<file path="src/rtl/axis_pkg.sv">
// Shared AXI-Stream definitions: default bus widths and the arbiter state type.
// Latency: n/a (types and constants only).
// Backpressure: n/a.
package axis_pkg;

  // Default widths used when a block is instantiated without overrides.
  localparam int DATA_WIDTH = 32;
  localparam int ID_WIDTH   = 4;
  localparam int DEST_WIDTH = 1;
  localparam int USER_WIDTH = 1;

  // Packet-level arbiter ownership state.
  typedef enum logic {
    ARB_IDLE = 1'b0,
    ARB_BUSY = 1'b1
  } arb_state_t;

endpackage : axis_pkg

</file>
<file path="src/rtl/axis_rr_arb.sv">
// Round-robin request picker: the search starts one past the previous winner and wraps.
// Latency: purely combinational, no state.
// Backpressure: none; the caller decides when the pick is used.
//
// Ports:
//   req     - per-source request vector
//   last_q  - index of the previous winner (search starts at last_q+1)
//   gnt     - one-hot winner, all zero when no request is set
//   gnt_idx - binary index of the winner (zero when no request is set)
module axis_rr_arb #(
  parameter  int NUM_SRC = 4,
  localparam int IDX_W   = $clog2(NUM_SRC)
) (
  input  logic [NUM_SRC-1:0] req,
  input  logic [IDX_W-1:0]   last_q,
  output logic [NUM_SRC-1:0] gnt,
  output logic [IDX_W-1:0]   gnt_idx
);

  import axis_pkg::*;

  logic [IDX_W-1:0]   start;
  logic [NUM_SRC-1:0] rot;
  logic [IDX_W-1:0]   rot_idx;
  logic [IDX_W:0]     sum;
  logic               found;

  always_comb begin
    // First source searched; wraps back to 0 after the top index.
    start = (last_q == IDX_W'(NUM_SRC - 1)) ? '0 : last_q + IDX_W'(1);

    // Rotate so bit 0 of rot corresponds to the highest-priority source.
    rot = NUM_SRC'({req, req} >> start);

    // Fixed priority on the rotated vector: lowest set bit wins.
    rot_idx = '0;
    found   = 1'b0;
    for (int j = NUM_SRC - 1; j >= 0; j--) begin
      if (rot[j]) begin
        rot_idx = IDX_W'(j);
        found   = 1'b1;
      end
    end

    // Undo the rotation, modulo NUM_SRC (NUM_SRC need not be a power of two).
    sum = {1'b0, start} + {1'b0, rot_idx};
    if (sum >= (IDX_W + 1)'(NUM_SRC)) begin
      sum = sum - (IDX_W + 1)'(NUM_SRC);
    end

    gnt_idx = found ? sum[IDX_W-1:0] : '0;
    gnt     = found ? (NUM_SRC'(1) << sum[IDX_W-1:0]) : '0;
  end

endmodule : axis_rr_arb

</file>
<file path="src/rtl/axis_arbiter_mux.sv">
// Packet-level N:1 AXI-Stream round-robin arbiter and mux; the owner holds the output until its tlast beat.
// Latency: 1 cycle request-to-grant, 0 cycles on the data path (m_* is a mux of the granted s_*).
// Backpressure: m_tready is routed to the owner's s_tready only; all other sources see s_tready=0.
//
// Ports:
//   aclk, aresetn          - clock (rising edge) and asynchronous active-low reset
//   s_t*                   - NUM_SRC flattened upstream streams, source i in slice i
//   m_t*                   - single downstream stream
//   grant                  - one-hot current owner, zero when idle
//   busy                   - high while a packet is in progress
// Build option: define AXIS_ARB_TID_EN to drive m_tid with the owner index instead of passing s_tid.
module axis_arbiter_mux #(
  parameter  int NUM_SRC    = 4,
  parameter  int DATA_WIDTH = axis_pkg::DATA_WIDTH,
  parameter  int ID_WIDTH   = axis_pkg::ID_WIDTH,
  parameter  int DEST_WIDTH = axis_pkg::DEST_WIDTH,
  parameter  int USER_WIDTH = axis_pkg::USER_WIDTH,
  localparam int KW         = DATA_WIDTH / 8
) (
  input  logic                             aclk,
  input  logic                             aresetn,
  // upstream sources
  input  logic [NUM_SRC-1:0]               s_tvalid,
  output logic [NUM_SRC-1:0]               s_tready,
  input  logic [NUM_SRC*DATA_WIDTH-1:0]    s_tdata,
  input  logic [NUM_SRC*KW-1:0]            s_tstrb,
  input  logic [NUM_SRC*KW-1:0]            s_tkeep,
  input  logic [NUM_SRC-1:0]               s_tlast,
  input  logic [NUM_SRC*ID_WIDTH-1:0]      s_tid,
  input  logic [NUM_SRC*DEST_WIDTH-1:0]    s_tdest,
  input  logic [NUM_SRC*USER_WIDTH-1:0]    s_tuser,
  // downstream sink
  output logic                             m_tvalid,
  input  logic                             m_tready,
  output logic [DATA_WIDTH-1:0]            m_tdata,
  output logic [KW-1:0]                    m_tstrb,
  output logic [KW-1:0]                    m_tkeep,
  output logic                             m_tlast,
  output logic [ID_WIDTH-1:0]              m_tid,
  output logic [DEST_WIDTH-1:0]            m_tdest,
  output logic [USER_WIDTH-1:0]            m_tuser,
  // status
  output logic [NUM_SRC-1:0]               grant,
  output logic                             busy
);

  import axis_pkg::*;

  localparam int IDX_W = $clog2(NUM_SRC);

  // Elaboration-time parameter sanity checks.
  if (NUM_SRC < 2 || NUM_SRC > 16) begin : g_bad_num_src
    $error("axis_arbiter_mux: NUM_SRC must be in 2..16");
  end
  if ((DATA_WIDTH % 8) != 0 || DATA_WIDTH < 8) begin : g_bad_data_width
    $error("axis_arbiter_mux: DATA_WIDTH must be a non-zero multiple of 8");
  end
`ifdef AXIS_ARB_TID_EN
  if (ID_WIDTH < $clog2(NUM_SRC)) begin : g_bad_id_width
    $error("axis_arbiter_mux: ID_WIDTH too narrow to carry the source index");
  end
`endif

  arb_state_t         state_q, state_d;
  logic [IDX_W-1:0]   grant_q;
  logic [IDX_W-1:0]   last_q;
  logic               load_grant;
  logic               release_pkt;

  logic [NUM_SRC-1:0] arb_gnt;
  logic [IDX_W-1:0]   arb_idx;

  // Fields of the currently granted source.
  logic [NUM_SRC-1:0]    sel_onehot;
  logic                  sel_vld;
  logic [DATA_WIDTH-1:0] sel_data;
  logic [KW-1:0]         sel_strb;
  logic [KW-1:0]         sel_keep;
  logic                  sel_last;
  logic [DEST_WIDTH-1:0] sel_dest;
  logic [USER_WIDTH-1:0] sel_user;
`ifndef AXIS_ARB_TID_EN
  logic [ID_WIDTH-1:0]   sel_tid;
`else
  // s_tid is intentionally ignored when the owner index drives m_tid.
  logic unused_tid;
  assign unused_tid = ^s_tid;
`endif

  axis_rr_arb #(
    .NUM_SRC (NUM_SRC)
  ) u_rr_arb (
    .req     (s_tvalid),
    .last_q  (last_q),
    .gnt     (arb_gnt),
    .gnt_idx (arb_idx)
  );

  // Payload select by registered owner index.
  always_comb begin
    sel_onehot = '0;
    sel_vld    = 1'b0;
    sel_data   = '0;
    sel_strb   = '0;
    sel_keep   = '0;
    sel_last   = 1'b0;
    sel_dest   = '0;
    sel_user   = '0;
`ifndef AXIS_ARB_TID_EN
    sel_tid    = '0;
`endif
    for (int i = 0; i < NUM_SRC; i++) begin
      if (grant_q == IDX_W'(i)) begin
        sel_onehot[i] = 1'b1;
        sel_vld       = s_tvalid[i];
        sel_data      = s_tdata[i*DATA_WIDTH +: DATA_WIDTH];
        sel_strb      = s_tstrb[i*KW +: KW];
        sel_keep      = s_tkeep[i*KW +: KW];
        sel_last      = s_tlast[i];
        sel_dest      = s_tdest[i*DEST_WIDTH +: DEST_WIDTH];
        sel_user      = s_tuser[i*USER_WIDTH +: USER_WIDTH];
`ifndef AXIS_ARB_TID_EN
        sel_tid       = s_tid[i*ID_WIDTH +: ID_WIDTH];
`endif
      end
    end
  end

  // Next state and outputs. Everything is forced to zero in IDLE so an
  // idle arbiter never exposes a stale payload downstream.
  always_comb begin
    state_d     = state_q;
    load_grant  = 1'b0;
    release_pkt = 1'b0;
    m_tvalid    = 1'b0;
    m_tdata     = '0;
    m_tstrb     = '0;
    m_tkeep     = '0;
    m_tlast     = 1'b0;
    m_tid       = '0;
    m_tdest     = '0;
    m_tuser     = '0;
    s_tready    = '0;
    grant       = '0;
    busy        = 1'b0;

    case (state_q)
      ARB_IDLE: begin
        if (|arb_gnt) begin
          load_grant = 1'b1;
          state_d    = ARB_BUSY;
        end
      end

      ARB_BUSY: begin
        busy     = 1'b1;
        grant    = sel_onehot;
        // m_tvalid only ever follows the owner; a bubble from the owner passes straight through.
        m_tvalid = sel_vld;
        m_tdata  = sel_data;
        m_tstrb  = sel_strb;
        m_tkeep  = sel_keep;
        m_tlast  = sel_last;
        m_tdest  = sel_dest;
        m_tuser  = sel_user;
`ifdef AXIS_ARB_TID_EN
        m_tid    = ID_WIDTH'(grant_q);
`else
        m_tid    = sel_tid;
`endif
        s_tready = sel_onehot & {NUM_SRC{m_tready}};
        if (sel_vld && m_tready && sel_last) begin
          release_pkt = 1'b1;
          state_d     = ARB_IDLE;
        end
      end

      default: begin
        state_d = ARB_IDLE;
      end
    endcase
  end

  // last_q starts at the top index so source 0 is searched first after reset.
  always_ff @(posedge aclk or negedge aresetn) begin
    if (!aresetn) begin
      state_q <= ARB_IDLE;
      grant_q <= '0;
      last_q  <= IDX_W'(NUM_SRC - 1);
    end else begin
      state_q <= state_d;
      if (load_grant) begin
        grant_q <= arb_idx;
      end
      if (release_pkt) begin
        last_q <= grant_q;
      end
    end
  end

endmodule : axis_arbiter_mux
</file>
<file path="config.mk">
export PLATFORM = sky130hd
export DESIGN_NAME = axis_arbiter_mux
export DESIGN_NICKNAME = d
export VERILOG_FILES = /design/src/rtl/axis_pkg.sv /design/src/rtl/axis_rr_arb.sv /design/src/rtl/axis_arbiter_mux.sv
export SDC_FILE = /design/constraint.sdc
export NUM_CORES = 1
export LEC_CHECK = 0
export ABC_AREA = 1
export ABC_CLOCK_PERIOD_IN_PS = 3020
export CAP_MARGIN = 5
export CORE_AREA = 2 2 96 98
export CTS_CLUSTER_DIAMETER = 60
export CTS_CLUSTER_SIZE = 30
export DETAILED_ROUTE_END_ITERATION = 7
export DIE_AREA = 0 0 98 100
export PLACE_DENSITY = 0.78
export SYNTH_ARGS = -nofsm -noshare
export SYNTH_HDL_FRONTEND = slang
export SYNTH_SLANG_ARGS = --single-unit
export TNS_END_PERCENT = 50
</file>
<file path="constraint.sdc">
create_clock -name aclk -period 3.02 [get_ports aclk]
set_input_delay 0.453 -clock aclk [delete_from_list [all_inputs] [get_ports aclk]]
set_output_delay 0.453 -clock aclk [all_outputs]
set_load 0.03 [all_outputs]
</file>
After elaboration in Yosys (flattened, before gate mapping)
Cells that the tools add are included.
{"block": "classes", "n_shift": 2, "eq_ne": 4, "add_sub_neg": 3, "order_cmp": 1, "n_reduce_logical": 4, "bitwise_logic": 2, "mux": 65}
{"op": "two-way mux 32 bit", "n": 5}
{"op": "two-way mux 4 bit", "n": 18}
{"op": "two-way mux 1 bit", "n": 34}
{"op": "two-way mux 2 bit", "n": 7}
{"op": ">> shifter 8 x 2 -> 4 bit", "n": 1}
{"op": "== test 2 bit (second input constant)", "n": 3}
{"op": "AND 4 bit", "n": 1}
{"op": "OR reduction 4 bit", "n": 1}
{"op": "left shift 1 x 2 -> 4 bit (first input constant)", "n": 1}
{"op": "adder 2 x 2 -> 3 bit", "n": 1}
{"op": "greater-or-equal comparator 3 bit (second input constant)", "n": 1}
{"op": "adder 2 x 1 -> 2 bit (second input constant)", "n": 1}
{"op": "== test 2 x 1 -> 1 bit (second input constant)", "n": 1}
{"op": "logical AND 1 bit", "n": 2}
{"op": "logical NOT 2 bit", "n": 1}
{"op": "case mux 1 bit (2 select lines)", "n": 1}
{"op": "subtractor 2 x 1 -> 2 bit (second input constant)", "n": 1}
{"op": "inverter 1 bit", "n": 1}
{"block": "word_totals", "out_inout_bits": 57, "ff_bits": 5}

Depth between registers and ports, before layout
{"block": "logic_depth", "depth_word": 15, "mapped_depth": 18, "ltp_nobuf": 18}

By module
A second synthesis with hierarchy kept.
{"block": "unflattened", "cells_unflattened": 367, "hier_area_um2": 1966.9}
{"mod": "axis_arbiter_mux", "seq_area_each_um2": 127.6, "n_inst": 1, "cells_each": 320, "area_each_um2": 1737.9}
{"mod": "axis_rr_arb", "seq_area_each_um2": 0.0, "n_inst": 1, "cells_each": 47, "area_each_um2": 229.0}

Worst setup path before layout
Ideal clock, no wire load.
{"block": "synth_path", "path_kind": "flip-flop to output port", "startpoint": "register state_q", "endpoint": "output port m_tdata[24]", "arrival_ps": 1950, "t_required_ps": 2567, "setup_slack_ps": 617, "path_stages_with_launch": 7, "cell_sequence": "dfrtp_1 buf_2 inv_1 a21oi_2 buf_2 o21ai_0 o21ai_0"}
{"block": "synth_via", "elab_chain_len": 1}
{"element": "start, declared", "line_no": "axis_arbiter_mux.sv:64", "text": "arb_state_t state_q, state_d;"}
{"element": "start signal, assigned", "line_no": "axis_arbiter_mux.sv:191", "text": "state_q <= state_d;"}
{"element": "two-way mux 32 bit", "line_no": "axis_arbiter_mux.sv:147", "text": "case (state_q)"}
{"element": "end, declared", "line_no": "axis_arbiter_mux.sv:35", "text": "output logic [DATA_WIDTH-1:0] m_tdata,"}
Every way passes these cells.

Worst setup path after layout
{"block": "layout_path", "startpoint": "register grant_q[1]", "endpoint": "output port m_tdata[0]"}
{"block": "layout_via", "elab_chain_len": 6}
{"element": "start, declared", "line_no": "axis_arbiter_mux.sv:65", "text": "logic [IDX_W-1:0] grant_q;"}
{"element": "start signal, assigned", "line_no": "axis_arbiter_mux.sv:193", "text": "grant_q <= arb_idx;"}
{"element": "logical NOT 2 bit", "line_no": "axis_arbiter_mux.sv:113", "text": "if (grant_q == IDX_W'(i)) begin"}
{"element": "two-way mux 32 bit (3 in series)", "line_no": "axis_arbiter_mux.sv:113"}
{"element": "two-way mux 32 bit (*)", "line_no": "axis_arbiter_mux.sv:113"}
{"element": "two-way mux 32 bit (*)", "line_no": "axis_arbiter_mux.sv:147"}
Mark *: on every way between the ends. The rest lies on a longest branch, timed or not.

==> summary.txt <==
GRT
  • Initial antenna violation count: 0
  • Largest net degree at the start of global routing: 46
  • First-pass GRT wire length: roughly 17 mm
  • Number of global-route vias before repair: around 3.4k
  • Total grt overflow: 0
  • GRT Overall Usage: 0.217

Status
  • Run status: completed

Clock network
  • H-tree depth: 1
  • CTS root buf: clkbuf_8
  • Reg clk slew, reported paths: ~0.03 ns
  • CTS buffer count: 3
  • Post-CTS resize count: 0
  • CTS tree: built
  • Clock Latency Late Sink: about 0.23 ns
  • Hold buffers post-CTS: 0
  • Maximum root-to-sink buffer count: 2
  • # clock sinks: 5
  • Post-CTS setup buffers: 0

Setup path
  • Critical Path Source Type: flop
  • Crit. End Element: output port
  • Critical Path RT: approximately 2.6 ns
  • CP max-delay cell: clkdlybuf4s50_1
  • Category of the most critical setup path: reg2out
  • Cell chain of the critical path: inv_2 > buf_4 > o21ai_0 > o21ai_0 > o211ai_1 > inv_1 > clkdlybuf4s50_1
  • Slowest stage delay, CP: roughly 0.66 ns
  • Most frequent CP cell: o21ai_0
  • Crit path DAT: approximately 2.3 ns
  • Critical path fanouts, max: 24

Die
  • Placeable Area: 0.00889 sq mm
  • Die Ht: roughly 100 microns
  • Die X: roughly 100 microns
  • Num rows: 35
  • Die area: 0.00980 sq mm
  • I/O pins: around 250
  • Initial Util: 0.233

Layout
  • Multi-input gate area: between 0.0015 and 0.002 sq mm
  • Fill cells: just under 900
  • Layout cells sized above 1: 0.124
  • Syn-to-layout area delta: 125%
  • Antenna cells: 0
  • Finished Layout Cells: 725
  • Final core utilization: 0.524
  • Nets: around 810
  • Storage element area: 128 sq um

Logic synthesis
  • Synth warn: 0
  • Post-Synthesis Cells: 380
  • Mapped cell area: between 0.002 and 0.0025 sq mm
  • Synth Net Count: just under 600
  • Syn_area_per_cell: approximately 5.4 sq um
  • Flops & latches, synth: 5
  • Sequential area share after synthesis: 0.0616
  • Yosys cell types: 30

Power
  • Pwr Density: around 1100 mW/mm^2
  • LEAKAGE: approximately 1.9 nW
  • Peak supply drop: about 0.5 mV

Placement
  • DPL Wire Length: roughly 9.4 mm
  • Gpl congestion: between 0.9 and 1
  • Port buffer count: roughly 250
  • Inst Count DP: just over 700
  • Placement Setup Slack: between 0.3 and 0.4 ns

Timing
  • Fin. Hold Viols: 0
  • Clock Skew: roughly 0.001 ns
  • Final setup fails: 0
  • Slew Limit Fails: 0
  • Min Clock Period, post-route: ~2.8 ns
  • RSZ-0062 raised after global routing: false
  • Fmax: 0.359 GHz
  • Final worst slack: approximately 0.23 ns
  • Final period util: 0.923
  • Slew headroom: 0.609
  • Fin Hold WS: roughly 0.46 ns
  • Setup TNS: 0 ns
  • Worst slew pin tran: 0.585 ns

Flow run
  • Max_cap viols: 0

Route
  • Via count: between 3k and 4k
  • DR WL/cell: between 15 and 20 microns
  • DRC: 0
  • Avg Vias per Cell: about 5
  • Post-route antenna net violation count: 0
  • WL final: approximately 12 mm
  • Pre-antenna DRT Iters: 4
  • DR iter-0 viols: 148

Hold path
  • Hold Crit Class: in2async
area by class of cell:
type / instances / share of cell area
clock buffers: 4 / 0.00966
flip-flops and latches: 5 / 0.0274
multi-input cells: 305 / 0.353
well taps: 111 / 0.0298
inverters: 39 / 0.0317
repair buffers: 261 / 0.549
critical path, delay by kind of cell (launching register included):
family | cells | cell delay (ns)
DFF | 1 | 0.44
buffers and inverters | 4 | 1.14
AOI/OAI and AO/OA | 3 | 0.51
synthesized netlist by cell type (all sizes together):
cell type  count  share of area
o21ai        128           0.31
nand2         69           0.16
inv           38          0.069
nor2          37          0.089
o211ai        25          0.091
o22ai         22          0.066
buf           17          0.047
clkbuf        14          0.026
nand3         14          0.044
nor3           5          0.012
dfrtp          3          0.036
dfstp          2          0.025
ha             2          0.012
a21oi          1         0.0042
clkinv         1         0.0024
o221ai         1         0.0042
xor2           1         0.0042
placed cells by master (no fill, tap or decap):
cell	instances
clkbuf_1	1
o221ai_1	1
a21oi_2	1
buf_12	3
nand2_1	51
nor3_1	5
nor2_1	32
clkinv_2	1
o21ai_0	105
xor2_1	1
dfrtp_1	3
nand2_4	4
nand3_2	4
clkdlybuf4s50_1	224
inv_1	34
o21ai_2	1
inv_2	4
o211ai_1	25
o21ai_1	22
clkbuf_8	3
ha_1	2
nor2_8	2
nor2_4	1
nand3_1	10
o22ai_1	22
dfstp_2	2
nand2_2	14
nor2_2	2
buf_4	34
where the power goes:
part / switching, mW / internal, mW / leakage (nW)
logic: 2.84 / 1.80 / 1.82
clock network: 0.0364 / 0.0909 / 0.0228
registers: 0.0898 / 0.108 / 0.0556
total: 2.96 / 2.00 / 1.90
cell families after synthesis:
group                      after synthesis  share of synthesized area
buffers and inverters                   70                      0.144
DFF                                      5                     0.0616
xor gates and xnor gates                 1                    0.00423
AOI/OAI and AO/OA                      177                      0.477
adders and majority gates                2                     0.0121
and+or+nand+nor                        125                      0.301
metal layers:
metal	GRT usage	share of wire	vias to the layer above
li1	-	-	1790
met1	0.240	0.38	1614
met2	0.406	0.51	179
met3	0.0474	0.080	27
met4	0.0812	0.035	0
met5	0	0	-
path summary, 6_finish.rpt:
path	depth (start not counted)	slack (ns)	end	startpoint
setup / recovery	7	0.23	m_tdata[0]	grant_q[1]$_DFFE_PN0P_
max in group asynchronous	1	2.30	last_q[1]$_DFFE_PN1P_	aresetn
hold reg to reg	2	0.48	last_q[1]$_DFFE_PN1P_	last_q[1]$_DFFE_PN1P_
min in group aclk	2	0.48	last_q[1]$_DFFE_PN1P_	last_q[1]$_DFFE_PN1P_
setup reg to reg	17	0.46	grant_q[1]$_DFFE_PN0P_	last_q[0]$_DFFE_PN1P_
hold / removal	1	0.46	state_q$_DFF_PN0_	aresetn
stage by stage:
stage,power (mW),cell area (sq um)
final,4.96,4660
after global routing,5.32,4660
after CTS,4.98,4660
after detailed placement,4.83,4620
after global placement,4.75,4620
after floorplan,3.16,2070
registers in the layout, indices dropped and copies added, names as in the netlist:
name	count
grant_q	2
last_q	2
state_q	1
Note: power is estimated with default switching activity, not from simulation.
